--- src/rtl/alu_rr_scheduler.sv ---
// alu_rr_scheduler
//   Shares one external combinational 8-bit ALU among NREQ requesters.
//   A round-robin arbiter accepts one operation at a time. The operands are
//   registered and presented to the ALU for one cycle. The result is captured
//   and returned, tagged with the requester ID, on a valid/ready response port.
//   A divide with b == 0 is trapped: the ALU is not enabled, and the response
//   carries err = 1 with zero data.
//
// Ports
//   clk, rst              clock; synchronous active-high reset
//   req_valid/req_ready   per-requester handshake (ready is one-hot or zero)
//   req_a/req_b/req_cmd   packed per-requester operands and command
//   alu_a/alu_b/alu_cmd   registered operands to the ALU (hold outside EXEC)
//   alu_oe                ALU output enable, high only in EXEC when not trapped
//   alu_out               ALU result
//   rsp_valid/rsp_ready   response handshake
//   rsp_id/rsp_data/rsp_err  response payload, stable while rsp_valid
//   busy                  high while a transaction is in flight
module alu_rr_scheduler #(
  parameter int unsigned NREQ   = 4,
  parameter int unsigned IDW    = 2,
  parameter logic [3:0]  DIV_OP = 4'b0101
) (
  input  logic              clk,
  input  logic              rst,
  input  logic [NREQ-1:0]   req_valid,
  output logic [NREQ-1:0]   req_ready,
  input  logic [8*NREQ-1:0] req_a,
  input  logic [8*NREQ-1:0] req_b,
  input  logic [4*NREQ-1:0] req_cmd,
  output logic [7:0]        alu_a,
  output logic [7:0]        alu_b,
  output logic [3:0]        alu_cmd,
  output logic              alu_oe,
  input  logic [15:0]       alu_out,
  output logic              rsp_valid,
  input  logic              rsp_ready,
  output logic [IDW-1:0]    rsp_id,
  output logic [15:0]       rsp_data,
  output logic              rsp_err,
  output logic              busy
);

  typedef enum logic [1:0] {
    S_IDLE = 2'd0,
    S_EXEC = 2'd1,
    S_RESP = 2'd2
  } state_t;

  state_t          state_q, state_d;
  logic [IDW-1:0]  rr_q, rr_d;
  logic [7:0]      a_q, a_d;
  logic [7:0]      b_q, b_d;
  logic [3:0]      cmd_q, cmd_d;
  logic [IDW-1:0]  id_q, id_d;
  logic [15:0]     data_q, data_d;
  logic            err_q, err_d;

  logic            found;
  int unsigned     win_idx;
  logic            trap;

  // Round-robin search starting at rr_q; the first valid requester wins.
  always_comb begin
    found   = 1'b0;
    win_idx = 0;
    for (int unsigned k = 0; k < NREQ; k++) begin
      if (!found && req_valid[(32'(rr_q) + k) % NREQ]) begin
        found   = 1'b1;
        win_idx = (32'(rr_q) + k) % NREQ;
      end
    end
  end

  assign trap = (cmd_q == DIV_OP) && (b_q == '0);

  always_comb begin
    state_d   = state_q;
    rr_d      = rr_q;
    a_d       = a_q;
    b_d       = b_q;
    cmd_d     = cmd_q;
    id_d      = id_q;
    data_d    = data_q;
    err_d     = err_q;
    req_ready = '0;
    alu_oe    = 1'b0;
    case (state_q)
      S_IDLE: begin
        // The grant is suppressed during reset, so an accept is never
        // signalled for an operation that would be dropped.
        if (found && !rst) begin
          req_ready[win_idx] = 1'b1;
          a_d     = req_a[win_idx*8 +: 8];
          b_d     = req_b[win_idx*8 +: 8];
          cmd_d   = req_cmd[win_idx*4 +: 4];
          id_d    = IDW'(win_idx);
          rr_d    = IDW'((win_idx + 1) % NREQ);
          state_d = S_EXEC;
        end
      end
      S_EXEC: begin
        alu_oe  = !trap;
        data_d  = trap ? '0 : alu_out;
        err_d   = trap;
        state_d = S_RESP;
      end
      S_RESP: begin
        if (rsp_ready) state_d = S_IDLE;
      end
      default: state_d = S_IDLE;
    endcase
  end

  always_ff @(posedge clk) begin
    if (rst) begin
      state_q <= S_IDLE;
      rr_q    <= '0;
      a_q     <= '0;
      b_q     <= '0;
      cmd_q   <= '0;
      id_q    <= '0;
      data_q  <= '0;
      err_q   <= 1'b0;
    end else begin
      state_q <= state_d;
      rr_q    <= rr_d;
      a_q     <= a_d;
      b_q     <= b_d;
      cmd_q   <= cmd_d;
      id_q    <= id_d;
      data_q  <= data_d;
      err_q   <= err_d;
    end
  end

  assign alu_a     = a_q;
  assign alu_b     = b_q;
  assign alu_cmd   = cmd_q;
  assign rsp_valid = (state_q == S_RESP);
  assign rsp_id    = id_q;
  assign rsp_data  = data_q;
  assign rsp_err   = err_q;
  assign busy      = (state_q != S_IDLE);

endmodule

--- config.mk ---
export PLATFORM = sky130hd
export DESIGN_NAME = alu_rr_scheduler
export DESIGN_NICKNAME = d
export VERILOG_FILES = /design/src/rtl/alu_rr_scheduler.sv
export SDC_FILE = /design/constraint.sdc
export NUM_CORES = 1
export LEC_CHECK = 0
export ABC_AREA = 1
export ABC_CLOCK_PERIOD_IN_PS = 2700
export CAP_MARGIN = 20
export CELL_PAD_IN_SITES_DETAIL_PLACEMENT = 0
export CELL_PAD_IN_SITES_GLOBAL_PLACEMENT = 1
export CORE_ASPECT_RATIO = 1.25
export CORE_MARGIN = 5
export CORE_UTILIZATION = 41
export CTS_CLUSTER_SIZE = 25
export DETAILED_ROUTE_END_ITERATION = 7
export DONT_BUFFER_PORTS = 1
export PLACE_DENSITY_LB_ADDON = 0.1
export REMOVE_ABC_BUFFERS = 1
export SETUP_SLACK_MARGIN = 0.4
export SYNTH_ARGS = -nofsm -noshare
export SYNTH_HDL_FRONTEND = slang
export SYNTH_SLANG_ARGS = --single-unit
--- constraint.sdc ---
create_clock -name clk -period 2.7 [get_ports clk]
set_clock_uncertainty 0.05 [all_clocks]
set_input_delay 0.54 -clock clk [delete_from_list [all_inputs] [get_ports clk]]
set_output_delay 0.54 -clock clk [all_outputs]
set_load 0.03 [all_outputs]
# Word-level counts from Yosys, hierarchy flattened
# Cells that the tools add are included.
word_totals:
  ff_bits: 43
  romBits: 0
  out_inout_bits: 46
  ramBits: 0
  mem_count: 0
  latch_bits: 0
classes:
  n_addsub: 4
  n_bitwise: 0
  div: 0
  mux: 25
  n_reduce_logical: 16
  multipliers: 0
  shifts: 3
  eq_ne: 5
  n_lt_le_gt_ge: 6
op_table:
  columns: ["operator", "count"]
  rows:
  - ["variable part select 32 x 33 -> 8 bit", 2]
  - ["two-way mux 32 bit", 2]
  - ["variable part select 16 x 33 -> 4 bit", 1]
  - [">= comparator 32 x 1 -> 1 bit (second input constant)", 1]
  - ["less-than comparator 32 x 3 -> 1 bit (second input constant)", 1]
  - ["two-way mux 16 bit", 1]
  - ["less-than comparator 2 x 3 -> 1 bit (second input constant)", 4]
  - ["two-way mux 1 bit", 10]
  - ["binary-select mux 1 bit (select 2 bit)", 4]
  - ["logical NOT 8 bit", 1]
  - ["two-way mux 2 bit", 4]
  - ["two-way mux 4 bit", 2]
  - ["logical AND 1 bit", 6]
  - ["case mux 2 bit (3 select lines)", 1]
  - ["logical NOT 1 bit", 5]
  - ["adder 2 x 1 -> 2 bit (second input constant)", 2]
  - ["adder 2 bit (second input constant)", 2]
  - ["== test 4 x 3 -> 1 bit (second input constant)", 1]
  - ["AND reduction 2 bit", 2]
  - ["demux 1 bit (select 2 bit)", 1]
  - ["== test 2 x 1 -> 1 bit (second input constant)", 1]
  - ["== test 2 bit (second input constant)", 1]
  - ["logical NOT 2 bit", 1]
  - ["inequality test 2 x 1 -> 1 bit (second input constant)", 1]
  - ["other kinds (2)", 2]

# Longest topological paths before layout
# Gate-level depths: netlist of the first run.
depth:
  depth_word: 18
  ltp_mapped: 16
  mapped_depth_nobuf: 14

# Worst setup path before layout of the first run
# OpenSTA, ideal clock, no wires.
synth_path:
  path_type: "input port to output port"
  from: "input port req_valid[1]"
  to: "output port req_ready[2]"
  required_time_ns: 2.110
  cell_stages: 12
  arrival_time_ns: 1.949
  n_path_buf: 1
  path_slack_ns: 0.161
  cell_sequence: "inv_1 -> nand2_1 -> nand3_1 -> nand2_1 -> inv_1 -> nand3_2 -> nand2_1 -> inv_2 -> buf_2 -> nor2_1 -> inv_1 -> nor2_1"
synth_via:
  elab_chain_cells: 18
  word_cells_on_any_way: 30
  classes_between: "2 x order compare; 20 x mux; 8 x reduce/logical"
synth_rtl:
  columns: ["item", "line", "text"]
  rows:
  - ["start: declaration", "26", "input logic [NREQ-1:0] req_valid,"]
  - ["binary-select mux 1 bit (select 2 bit)", "68", "if (!found && req_valid[(32'(rr_q) + k) % NREQ]) begin"]
  - ["two-way mux 1 bit (implied by the code)", "68", null]
  - ["two-way mux 1 bit", "68", null]
  - ["logical NOT 1 bit", "68", null]
  - ["logical AND 1 bit", "68", null]
  - ["two-way mux 1 bit", "68", null]
  - ["logical NOT 1 bit", "68", null]
  - ["logical AND 1 bit", "68", null]
  - ["(+2 left out)", null, null]
  - ["logical AND 1 bit", "68", null]
  - ["two-way mux 32 bit", "68", null]
  - [">= comparator 32 x 1 -> 1 bit (implied by the code) or less-than comparator 32 x 3 -> 1 bit (tied branches)", "93", "req_ready[win_idx] = 1'b1;"]
  - ["logical AND 1 bit (implied by the code)", "93", null]
  - ["two-way mux 1 bit (implied by the code)", "93", null]
  - ["demux 1 bit (select 2 bit)", "93", null]
  - ["two-way mux 4 bit (*)", "92", "if (found && !rst) begin"]
  - ["two-way mux 4 bit (*)", "88", "case (state_q)"]
  - ["end: declaration", "27", "output logic [NREQ-1:0] req_ready,"]
# Every way passes the cells marked *; elsewhere a longest branch is shown, timed or not. The select of a mux whose other input is x is not followed.

# Worst setup path in the final report of the first run
layout_path:
  from: "register rr_q[0]"
  to: "output port req_ready[0]"
layout_via:
  elab_chain_cells: 18
  word_cells_on_any_way: 33
  classes_between: "3 x add/sub; 2 x order compare; 20 x mux; 8 x reduce/logical"
layout_rtl:
  columns: ["item", "line", "text"]
  rows:
  - ["start: declaration", "51", "logic [IDW-1:0] rr_q, rr_d;"]
  - ["start signal: assignment", "127", "rr_q <= rr_d;"]
  - ["parallel branches: the longest is 16 deep, another holds >= comparator 32 x 1 -> 1 bit", null, null]
  - ["two-way mux 4 bit (*)", "92", null]
  - ["two-way mux 4 bit (*)", "88", null]
# Every way passes the cells marked *. The select of a mux whose other input is x is not followed.

==> key figures, run 1 <==
Status
  – Status: finished, final reports clean

Place
  – I/O Buffers: 0
  – Final Wtd Congestion: 0.755
  – HPWL Detailed: 6000 um
  – DP Area: 2780 sq um

Worst setup path
  – Slowest CP cell: dfxtp_4
  – Critical path class: register to output pin
  – CP Data Arrival Time: 1880 ps
  – CP Capture Type: output pin
  – Crit start category: register
  – Req. time, crit path: 2110 ps
  – Worst r2r dst: alu_a[5]$_SDFFE_PP0P_
  – Critical-path cell list: buf_6 > nand2_1 > nand2_1 > nand2_1 > nand2_2 > nor2_4 > nand3_4 > nand3_4 > clkinv_4 > nand2_4 > nor2_1 > buf_4
  – Reg2reg start: rr_q[0]$_SDFFE_PP0P_
  – Most frequent CP cell: nand2_1
  – Path depth of the worst reg2reg path: 15
  – Crit. Startpoint: rr_q[0]$_SDFFE_PP0P_
  – Flop-to-flop setup slack: 540 ps
  – Largest stage delay, worst path: 390 ps
  – CP Max Fanout: 6
  – Critical path endpoint: req_ready[0]

GRT
  – Initial antenna violation count: 0
  – M3 GR Usage: 0.0700
  – Global route overflow: 0
  – GR Util met2: 0.336
  – GRT Total Usage: 0.195
  – GR peak layer: met2
  – Vias in the first global route: 2708
  – Largest net degree at the start of global routing: 27
  – Routing usage on met1: 0.229
  – First-pass GRT wire length: 12700 um

STA
  – Worst-margin pin slew: 618 ps
  – Final setup vio count: 0
  – Period utilisation layout: 0.915
  – Peak Freq: 0.405 GHz
  – Slew Limit Fails: 0
  – Final min period: 2470 ps
  – Final hold vios: 0
  – Unrepaired setup endpoints after global routing: true
  – Max-slew headroom: 0.587

Floorplanning
  – Standard-cell rows: 32
  – Die Height: 100 um
  – Die W: 82.1 um
  – Initial Util: 0.427
  – Core Region: 6250 sq um
  – Ports: 149
  – Die area: 8220 sq um

Routing
  – Via count: 2769
  – Post-Route WL: 8090 um
  – Routed vias/inst: 5.12
  – Routed wire per std cell: 15.0 um
  – First drt pass iteration count: 4
  – # DRC: 0
  – 1st-iter DRT viols: 118
  – ANT nets after route: 0

Layout
  – Final core occ: 0.501
  – Cell area after layout: 3130 sq um
  – Layout cell share with drive strength beyond 1: 0.191
  – # fillers: 727
  – # diodes: 0
  – Syn-to-layout area delta: 17.3%
  – Final nets: 558

Synthesis
  – Largest area contributor in the netlist: dfxtp_1
  – Synth top area cells: dfxtp_1, nand2_1, nand3_1
  – Yosys cell types: 27
  – Seq cells post-synth: 43
  – Avg Cell Area, Syn: 6.06 sq um
  – Synth Instances: 440
  – Synthesized cell area: 2670 sq um
  – Register area share after synthesis: 0.323
  – Top-area cell type share of the netlist area: 0.323
  – Yosys warning total: 0

Clocking
  – H-tree levels: 2
  – CTS max path bufs: 2
  – Clock-pin slew on the worst setup and hold paths: 90 ps
  – CTS Root Cell: clkbuf_8
  – Clk Latency, worst-skew pair: 300 ps
  – TritonCTS clock tree: built
  – CTS Sinks: 43
  – Cts hold-fix bufs: 0
  – CTS Buf Count: 5

Min path
  – Worst Min Path Start: rst
  – Worst min path class: input pin to register

Run
  – Number of max-cap violations: 0

Power
  – Total Power: 4.38 mW
  – Peak VDD IR: 650 uV
  – Pwr dens: 1400 nW/um^2
  – Leak: 1.57 nW
## cell usage in the layout, fill, tap and decap left out
cell	n
nand2_4	4
clkinv_2	1
buf_4	25
o21ai_1	2
nand3_4	2
dfxtp_1	39
inv_4	1
inv_8	1
a31oi_2	1
o21ai_0	2
clkbuf_8	5
nand4_1	15
clkinvlp_4	1
o211ai_1	6
nor3_1	1
a21oi_1	20
dfxtp_4	2
buf_8	1
nand2_1	145
nand3_1	52
dfxtp_2	2
o21a_1	8
nor2_4	4
buf_6	3
inv_2	3
inv_1	49
nand3_2	5
nor4_2	1
nand2_2	18
clkinv_4	3
buf_12	1
nor2_1	30
nor2_2	3
## cell usage after synthesis (all sizes together)
library cell / n
a31oi: 1
nor4: 1
nand3: 59
inv: 55
nor3: 1
clkinv: 1
clkbuf: 6
buf: 16
a21oi: 20
o21a: 8
dfxtp: 43
nand4: 15
o211ai: 6
nor2: 37
o21ai: 4
nand2: 167
## per-layer routing
layer,wire [um],part of all wire
met1,3170,0.39
met2,3940,0.49
met3,872,0.11
met4,104,0.013
met5,0,0
## area by class of cell
cell class,count,area [sq um],share of cell area
multi-input cells,319,1570,0.503
flip-flops and latches,43,871,0.279
repair buffers,30,256,0.0820
inverters,56,226,0.0724
well taps,85,106,0.0340
clock buffers,5,68.8,0.0220
clock inverters,3,25.0,0.00800
## power by group
group	total (mW)	leakage, nW	internal (mW)	switching, mW
clock	0.426	0.0443	0.185	0.241
combinational	2.58	1.17	0.950	1.63
sequential	1.38	0.356	0.847	0.530
## worst max-delay path, delay by kind of cell (launching register included)
family	cells	cell delay [ps]
flip-flops	1	390
buffers and inverters	3	400
AND/OR/NAND/NOR	9	800
## kinds of logic (layout without fill, tap and decap cells)
kind of cell           Yosys count  count (layout)  synth area share
buffers and inverters           78              94             0.131
and+or+nand+nor                280             280             0.459
AOI/OAI and AO/OA               39              39            0.0869
DFF                             43              43             0.323
## repair_timing
action,in CTS,in global routing
buffers inserted,9,2
gates cloned,0,0
gates resized for setup,27,32
pin swaps,1,19
endpoints found under the setup margin,6,5
## worst min-delay path by stage
stage / to / slack, ps / cells past startpoint
6_report: rsp_data[1]$_SDFFE_PP0P_ / 240 / 1
5_1_grt: rsp_data[10]$_SDFFE_PP0P_ / 230 / 1
4_1_cts: state_q[1]$_SDFFE_PP0P_ / 240 / 1
3_5_place_dp: rsp_data[5]$_SDFFE_PP0P_ / 550 / 2
3_3_place_gp: rsp_data[14]$_SDFFE_PP0P_ / 550 / 2
2_1_floorplan: rr_q[1]$_SDFFE_PP0P_ / 510 / 2
## state kept, by name (all words and copies together), names as in the netlist
signal and cells:
alu_b 8, rsp_err 1, rr_q 2, rsp_id 2, alu_a 8, alu_cmd 4, state_q 2, rsp_data 16
## through the flow
step / worst slack, ps / std cells / hold slack (ps) / TNS, ps
2_1_floorplan: -314 / 418 / 508 / -668
3_3_place_gp: 307 / 522 / 547 / 0
3_5_place_dp: 278 / 522 / 552 / 0
4_1_cts: 252 / 539 / 236 / 0
5_1_grt: 117 / 541 / 226 / 0
6_report: 230 / 541 / 238 / 0
(Power assumes the default switching activity.)
==> inputs of run 2 (changes only) <==
--- a/config.mk
+++ b/config.mk
@@ -6,12 +6,12 @@
 export NUM_CORES = 1
 export LEC_CHECK = 0
 export ABC_AREA = 1
-export ABC_CLOCK_PERIOD_IN_PS = 2700
+export ABC_CLOCK_PERIOD_IN_PS = 2500
 export CAP_MARGIN = 20
 export CELL_PAD_IN_SITES_DETAIL_PLACEMENT = 0
 export CELL_PAD_IN_SITES_GLOBAL_PLACEMENT = 1
 export CORE_ASPECT_RATIO = 1.25
-export CORE_MARGIN = 5
+export CORE_MARGIN = 1.5
 export CORE_UTILIZATION = 41
 export CTS_CLUSTER_SIZE = 25
 export DETAILED_ROUTE_END_ITERATION = 7
==> constraint.sdc (replaced) <==
create_clock -name clk -period 2.5 [get_ports clk]
set_clock_uncertainty 0.05 [all_clocks]
set_input_delay 0.5 -clock clk [delete_from_list [all_inputs] [get_ports clk]]
set_output_delay 0.5 -clock clk [all_outputs]
set_load 0.03 [all_outputs]
==> run 2 against run 1 <==
Compared with the run above:
- combinational power up 26%
- critical path depth grew 2
- die area fell by 15%
- global-route usage up 2.6 points
- count of clock-buffer cells in the layout grew 1
- total power rose by 17%
- register-to-register slack lost 160 ps
- final cell count up 2.2%
- clock power about the same
- via count grew 3.9%
- largest power group unchanged
==> key figures, run 2 (synthesized netlist as in run 1, its figures left out) <==
Status
  – Status: finished, final reports clean (unchanged)

Clocking
  – Clock-pin slew on the worst setup and hold paths: 80 ps (was 90 ps)
  – CTS Buf Count: 5 (unchanged)
  – CTS max path bufs: 2 (unchanged)
  – H-tree levels: 2 (unchanged)
  – Cts hold-fix bufs: 0 (unchanged)
  – Clk Latency, worst-skew pair: 290 ps (was 300 ps)
  – CTS Root Cell: clkbuf_8 (unchanged)
  – CTS Sinks: 43 (unchanged)
  – TritonCTS clock tree: built (unchanged)

Floorplanning
  – Die W: 75.1 um (was 82.1 um)
  – Initial Util: 0.427 (unchanged)
  – Ports: 149 (unchanged)
  – Standard-cell rows: 32 (unchanged)
  – Core Region: 6250 sq um (unchanged)
  – Die area: 7000 sq um (was 8220 sq um)
  – Die Height: 93.1 um (was 100 um)

Power
  – Cell Int Power: 2.37 mW (was 1.98 mW)
  – Peak VDD IR: 682 uV (was 650 uV)
  – Net Switching: 2.76 mW (was 2.40 mW)
  – Clock Power Share: 0.083 (was 0.097)
  – Sequential share of power: 0.281 (was 0.314)
  – Pwr dens: 1520 nW/um^2 (was 1400 nW/um^2)
  – Sw Ratio: 0.537 (was 0.547)
  – Gate power share: 0.636 (was 0.588)
  – Leak: 1.64 nW (was 1.57 nW)

Place
  – I/O Buffers: 0 (unchanged)
  – Post-place setup slack: 118 ps (was 278 ps)
  – Final Wtd Congestion: 0.843 (was 0.755)
  – HPWL Detailed: 5430 um (was 6000 um)

Routing
  – Post-Route WL: 8360 um (was 8090 um)
  – First drt pass iteration count: 4 (unchanged)
  – # DRC: 0 (unchanged)
  – ANT nets after route: 0 (unchanged)
  – Routed wire per std cell: 15.1 um (was 15.0 um)
  – 1st-iter DRT viols: 71 (was 118)
  – Routed vias/inst: 5.20 (was 5.12)
  – Via count: 2878 (was 2769)

Worst setup path
  – Critical path class: register to output pin (unchanged)
  – Slowest CP cell: dfxtp_4 (unchanged)
  – CP Data Arrival Time: 1950 ps (was 1880 ps)
  – Largest stage delay, worst path: 370 ps (was 390 ps)
  – Crit start category: register (unchanged)
  – Crit path max-delay family: simple AND/OR/NAND/NOR gates (unchanged)
  – Critical-path cell list: buf_12 > inv_8 > nand2_1 > nand2_2 > nand2_2 > nand2_2 > nand2_2 > nand2_2 > nand2_2 > nand2_2 > inv_2 > buf_4 > nor2_2 > buf_6 (was buf_6 > nand2_1 > nand2_1 > nand2_1 > nand2_2 > nor2_4 > nand3_4 > nand3_4 > clkinv_4 > nand2_4 > nor2_1 > buf_4)
  – Most frequent CP cell: nand2_2 (was nand2_1)
  – WP buf/inv: 5 (was 3)
  – Req. time, crit path: 1950 ps (was 2110 ps)
  – CP Capture Type: output pin (unchanged)
  – CP Max Fanout: 6 (unchanged)

Layout
  – Final core occ: 0.540 (was 0.501)
  – # fillers: 650 (was 727)
  – # diodes: 0 (unchanged)
  – Syn-to-layout area delta: 26.7% (was 17.3%)
  – Multi-input gate area: 1680 sq um (was 1570 sq um)
  – Final nets: 570 (was 558)
  – Commonest non-fill, non-tap cell in the layout: nand2_1 (unchanged)
  – Largest register FFs: 16 (unchanged)
  – Layout cell share with drive strength beyond 1: 0.254 (was 0.191)
  – Most frequent cells in the layout: nand2_1, nand3_1, inv_1 (unchanged)
  – Register area: 877 sq um (was 871 sq um)

STA
  – Final setup margin: 1.48 ps (was 230 ps)
  – Final setup vio count: 0 (unchanged)
  – Worst-margin pin slew: 637 ps (was 618 ps)
  – Final min period: 2500 ps
  – Peak Freq: 0.400 GHz
  – Max-slew headroom: 0.574 (was 0.587)
  – Final hold vios: 0 (unchanged)
  – Unrepaired setup endpoints after global routing: true (unchanged)
  – Period utilisation layout: 0.999
  – Slew Limit Fails: 0 (unchanged)

Run
  – Number of max-cap violations: 0 (unchanged)

GRT
  – GRT Total Usage: 0.222 (was 0.195)
  – Global route overflow: 0 (unchanged)
  – Largest net degree at the start of global routing: 47 (was 27)
  – First-pass GRT wire length: 12100 um (was 12700 um)
  – Initial antenna violation count: 0 (unchanged)
  – Vias in the first global route: 2585 (was 2708)

Min path
  – Worst min path class: input pin to register (unchanged)
==> run 2: worst reg2reg max path, delay by kind of cell (launching register included) <==
kind,cells,cell delay [ps]
buffers and inverters,4,570
flip-flops,1,390
AO/OA/AOI/OAI,1,110
AND/OR/NAND/NOR,9,880
==> run 2: repair_timing <==
| action | 4_1_cts | 5_1_grt |
|---|---|---|
| setup endpoints to repair | 27 | 27 |
| gates cloned | 3 | 1 |
| setup buffers | 12 | 3 |
| pin swaps | 24 | 26 |
| gates resized for setup | 60 | 36 |
==> run 2: worst paths after layout <==
kind | slack (ps) | cells after the start | start | endpoint
min reg2reg | 500 | 2 | alu_b[2]$_SDFFE_PP0P_ | alu_b[2]$_SDFFE_PP0P_
max reg2reg | 380 | 14 | rr_q[0]$_SDFFE_PP0P_ | alu_b[7]$_SDFFE_PP0P_
min | 210 | 1 | rst | rsp_data[5]$_SDFFE_PP0P_
max | 1 | 14 | rr_q[0]$_SDFFE_PP0P_ | req_ready[0]
==> run 2: cell type report <==
class	instances	share of cell area
inverters	56	0.0663
clock buffers	6	0.0215
repair inverters	2	0.00408
clock inverters	2	0.00371
well taps	85	0.0315
repair buffers	40	0.115
flip-flops and latches	43	0.260
multi-input cells	319	0.498
==> run 2: metrics by stage <==
step	setup TNS, ps	std cells	hold WS [ps]	total power, mW	instance area (sq um)
after floorplan	-1440	418	508	3.13	2530
after global placement	0	526	521	3.91	2820
final	0	553	214	5.13	3380
after CTS	0	549	206	4.86	3220
after global routing	-244	553	195	5.55	3380
after detailed placement	0	526	523	3.93	2820
==> run 2: power groups by stage <==
stage	Combinational (mW)	Clock, mW	Sequential (mW)
detailed placement	2.51	0	1.43
floorplan	1.71	0	1.42
finish	3.26	0.425	1.44
global route	3.61	0.468	1.47
CTS	2.98	0.442	1.44
global placement	2.48	0	1.43
==> run 2: metal layers <==
layer	global-route usage	up-vias	share of wire	routed length, um
met5	0	-	0	0
li1	-	1443	-	-
met4	0.0727	0	0.021	173
met3	0.0657	15	0.079	660
met1	0.261	1304	0.40	3350
met2	0.375	116	0.50	4180
==> inputs of run 3 (changes only) <==
--- a/config.mk
+++ b/config.mk
@@ -8,15 +8,15 @@
 export ABC_AREA = 1
 export ABC_CLOCK_PERIOD_IN_PS = 2500
 export CAP_MARGIN = 20
-export CELL_PAD_IN_SITES_DETAIL_PLACEMENT = 0
-export CELL_PAD_IN_SITES_GLOBAL_PLACEMENT = 1
+export CELL_PAD_IN_SITES_DETAIL_PLACEMENT = 1
+export CELL_PAD_IN_SITES_GLOBAL_PLACEMENT = 2
 export CORE_ASPECT_RATIO = 1.25
 export CORE_MARGIN = 1.5
-export CORE_UTILIZATION = 41
+export CORE_UTILIZATION = 30
 export CTS_CLUSTER_SIZE = 25
 export DETAILED_ROUTE_END_ITERATION = 7
 export DONT_BUFFER_PORTS = 1
-export PLACE_DENSITY_LB_ADDON = 0.1
+export PLACE_DENSITY = 0.85
 export REMOVE_ABC_BUFFERS = 1
 export SETUP_SLACK_MARGIN = 0.4
 export SYNTH_ARGS = -nofsm -noshare
==> run 3 against run 2 <==
Compared with the run above:
- maximum frequency rose by 2.0%
- sequential power barely moved
- total power rose by 20%
- first-iteration DRC count rose by 37%
- non-clock buffer count rose by 15
- die area rose by 35%
- highest routed layer unchanged
==> key figures, run 3 (synthesized netlist as in run 1, its figures left out) <==
Status
  – Status: finished, final reports clean (unchanged)

Clocking
  – Cts hold-fix bufs: 0 (unchanged)
  – CTS Sinks: 43 (unchanged)
  – Clock-pin slew on the worst setup and hold paths: 90 ps (was 80 ps)
  – CTS Root Cell: clkbuf_8 (unchanged)
  – CTS max path bufs: 2 (unchanged)
  – H-tree levels: 2 (unchanged)
  – TritonCTS clock tree: built (unchanged)
  – CTS Buf Count: 5 (unchanged)
  – Clk Latency, worst-skew pair: 290 ps (about the same)

Layout
  – # fillers: 1100 (was 650)
  – Register area: 876 sq um (was 877 sq um)
  – # diodes: 0 (unchanged)
  – Layout cell share with drive strength beyond 1: 0.325 (was 0.254)
  – Final nets: 585 (was 570)
  – Multi-input gate area: 1870 sq um (was 1680 sq um)
  – Most frequent cells in the layout: nand2_1, inv_1, dfxtp_1 (was nand2_1, nand3_1, inv_1)
  – Post-route insts no fill: 603 (was 553)
  – Commonest non-fill, non-tap cell in the layout: nand2_1 (unchanged)
  – Largest register FFs: 16 (unchanged)
  – Syn-to-layout area delta: 43.3% (was 26.7%)
  – Final core occ: 0.441 (was 0.540)

Worst setup path
  – Req. time, crit path: 1950 ps (about the same)
  – CP Max Fanout: 5 (was 6)
  – Critical path class: register to output pin (unchanged)
  – Crit start category: register (unchanged)
  – Crit. Startpoint: rr_q[0]$_SDFFE_PP0P_ (unchanged)
  – CP Data Arrival Time: 1900 ps (was 1950 ps)
  – Reg2reg start: rr_q[0]$_SDFFE_PP0P_ (unchanged)
  – CP Capture Type: output pin (unchanged)

Routing
  – Routed vias/inst: 4.97 (was 5.20)
  – Post-Route WL: 10400 um (was 8360 um)
  – # DRC: 0 (unchanged)
  – Routed wire per std cell: 17.3 um (was 15.1 um)
  – First drt pass iteration count: 4 (unchanged)
  – 1st-iter DRT viols: 97 (was 71)
  – Via count: 2999 (was 2878)
  – ANT nets after route: 0 (unchanged)

STA
  – Hold Slack: 216 ps (was 214 ps)
  – Max-slew headroom: 0.581 (was 0.574)
  – Worst-margin pin slew: 626 ps (was 637 ps)
  – Peak Freq: 0.408 GHz (was 0.400 GHz)
  – Slew Limit Fails: 0 (unchanged)
  – Final min period: 2450 ps (was 2500 ps)
  – Final hold vios: 0 (unchanged)
  – Unrepaired setup endpoints after global routing: true (unchanged)
  – Period utilisation layout: 0.980 (was 0.999)
  – Final setup vio count: 0 (unchanged)

Place
  – HPWL Detailed: 6730 um (was 5430 um)
  – Final Wtd Congestion: 0.824 (was 0.843)
  – Dpl cells: 561 (was 526)
  – I/O Buffers: 0 (unchanged)

GRT
  – Global route overflow: 0 (unchanged)
  – Largest net degree at the start of global routing: 47 (unchanged)
  – Vias in the first global route: 2983 (was 2585)
  – GRT Total Usage: 0.199 (was 0.222)
  – First-pass GRT wire length: 14900 um (was 12100 um)
  – Initial antenna violation count: 0 (unchanged)

Floorplanning
  – Ports: 149 (unchanged)
  – Die W: 87.3 um (was 75.1 um)
  – Die Height: 108 um (was 93.1 um)
  – Standard-cell rows: 38 (was 32)
  – Die area: 9460 sq um (was 7000 sq um)
  – Initial Util: 0.308 (was 0.427)
  – Core Region: 8650 sq um (was 6250 sq um)

Power
  – Pwr dens: 1610 nW/um^2 (was 1520 nW/um^2)
  – Total Power: 6.16 mW (was 5.13 mW)
  – Peak VDD IR: 640 uV (was 682 uV)
  – Leak: 1.82 nW (was 1.64 nW)

Min path
  – Worst Min Path Start: rst (unchanged)
  – Worst min path class: input pin to register (unchanged)

Run
  – Number of max-cap violations: 0 (unchanged)
## run 3: cell types whose count changed in the layout (fill, tap and decap cells not counted), sizes merged
| cell | delta |
|---|---|
| buf | +13 |
| clkinv | +2 |
| bufinv | +1 |
| clkbuf | +1 |
| clkinvlp | -1 |
| inv | -1 |
## run 3: final timing paths
path / to / slack [ps] / depth (start not counted)
worst max register to register: alu_a[0]$_SDFFE_PP0P_ / 210 / 18
worst max-delay path: req_ready[2] / 50 / 13
worst min register to register: alu_b[2]$_SDFFE_PP0P_ / 520 / 2
worst min-delay path: rsp_data[7]$_SDFFE_PP0P_ / 220 / 1
## run 3: where the power goes
part	switching, mW	internal, mW
registers	0.517	0.918
logic	2.45	1.72
clock network	0.261	0.298
total	3.23	2.93
## run 3: layer usage
layer  track usage  vias up  wire, um
met2         0.377       93      5880
met5             0        -         0
li1              -     1476         -
met3        0.0305       12       420
met1         0.235     1418      3960
met4        0.0363        0       150
## run 3: critical path: stages (launching register included)
cell,delay [ps]
dfxtp_4,360
buf_6,120
buf_16,130
nand2_4,60
nand2_4,70
nand2_2,70
nand2_2,70
nor2_4,140
nand3_2,100
nand2_2,90
nor2_4,50
buf_6,120
nor2_4,100
buf_6,130
## run 3: repair_timing
item,CTS,global route
cloned,2,6
setup buffers,13,13
pin swaps,21,44
gates resized for setup,80,59
endpoints found under the setup margin,39,26
## run 3: area by class of cell
| type | instances | area share |
|---|---|---|
| clock buffer | 5 | 0.0180 |
| clock inverter | 3 | 0.0115 |
| inverter | 56 | 0.0626 |
| multi-input combinational | 319 | 0.488 |
| sequential | 43 | 0.229 |
| tap | 120 | 0.0393 |
| timing repair buffer | 55 | 0.147 |
| timing repair inverter | 2 | 0.00426 |
## run 3: per-stage QoR
| step | area [sq um] | TNS, ps | setup slack (ps) |
|---|---|---|---|
| global route | 3820 | -185 | -59.5 |
| detailed placement | 2870 | 0 | 93.2 |
| global placement | 2870 | 0 | 105 |
| floorplan | 2530 | -1440 | -474 |
| finish | 3820 | 0 | 49.8 |
| CTS | 3380 | 0 | 56.3 |
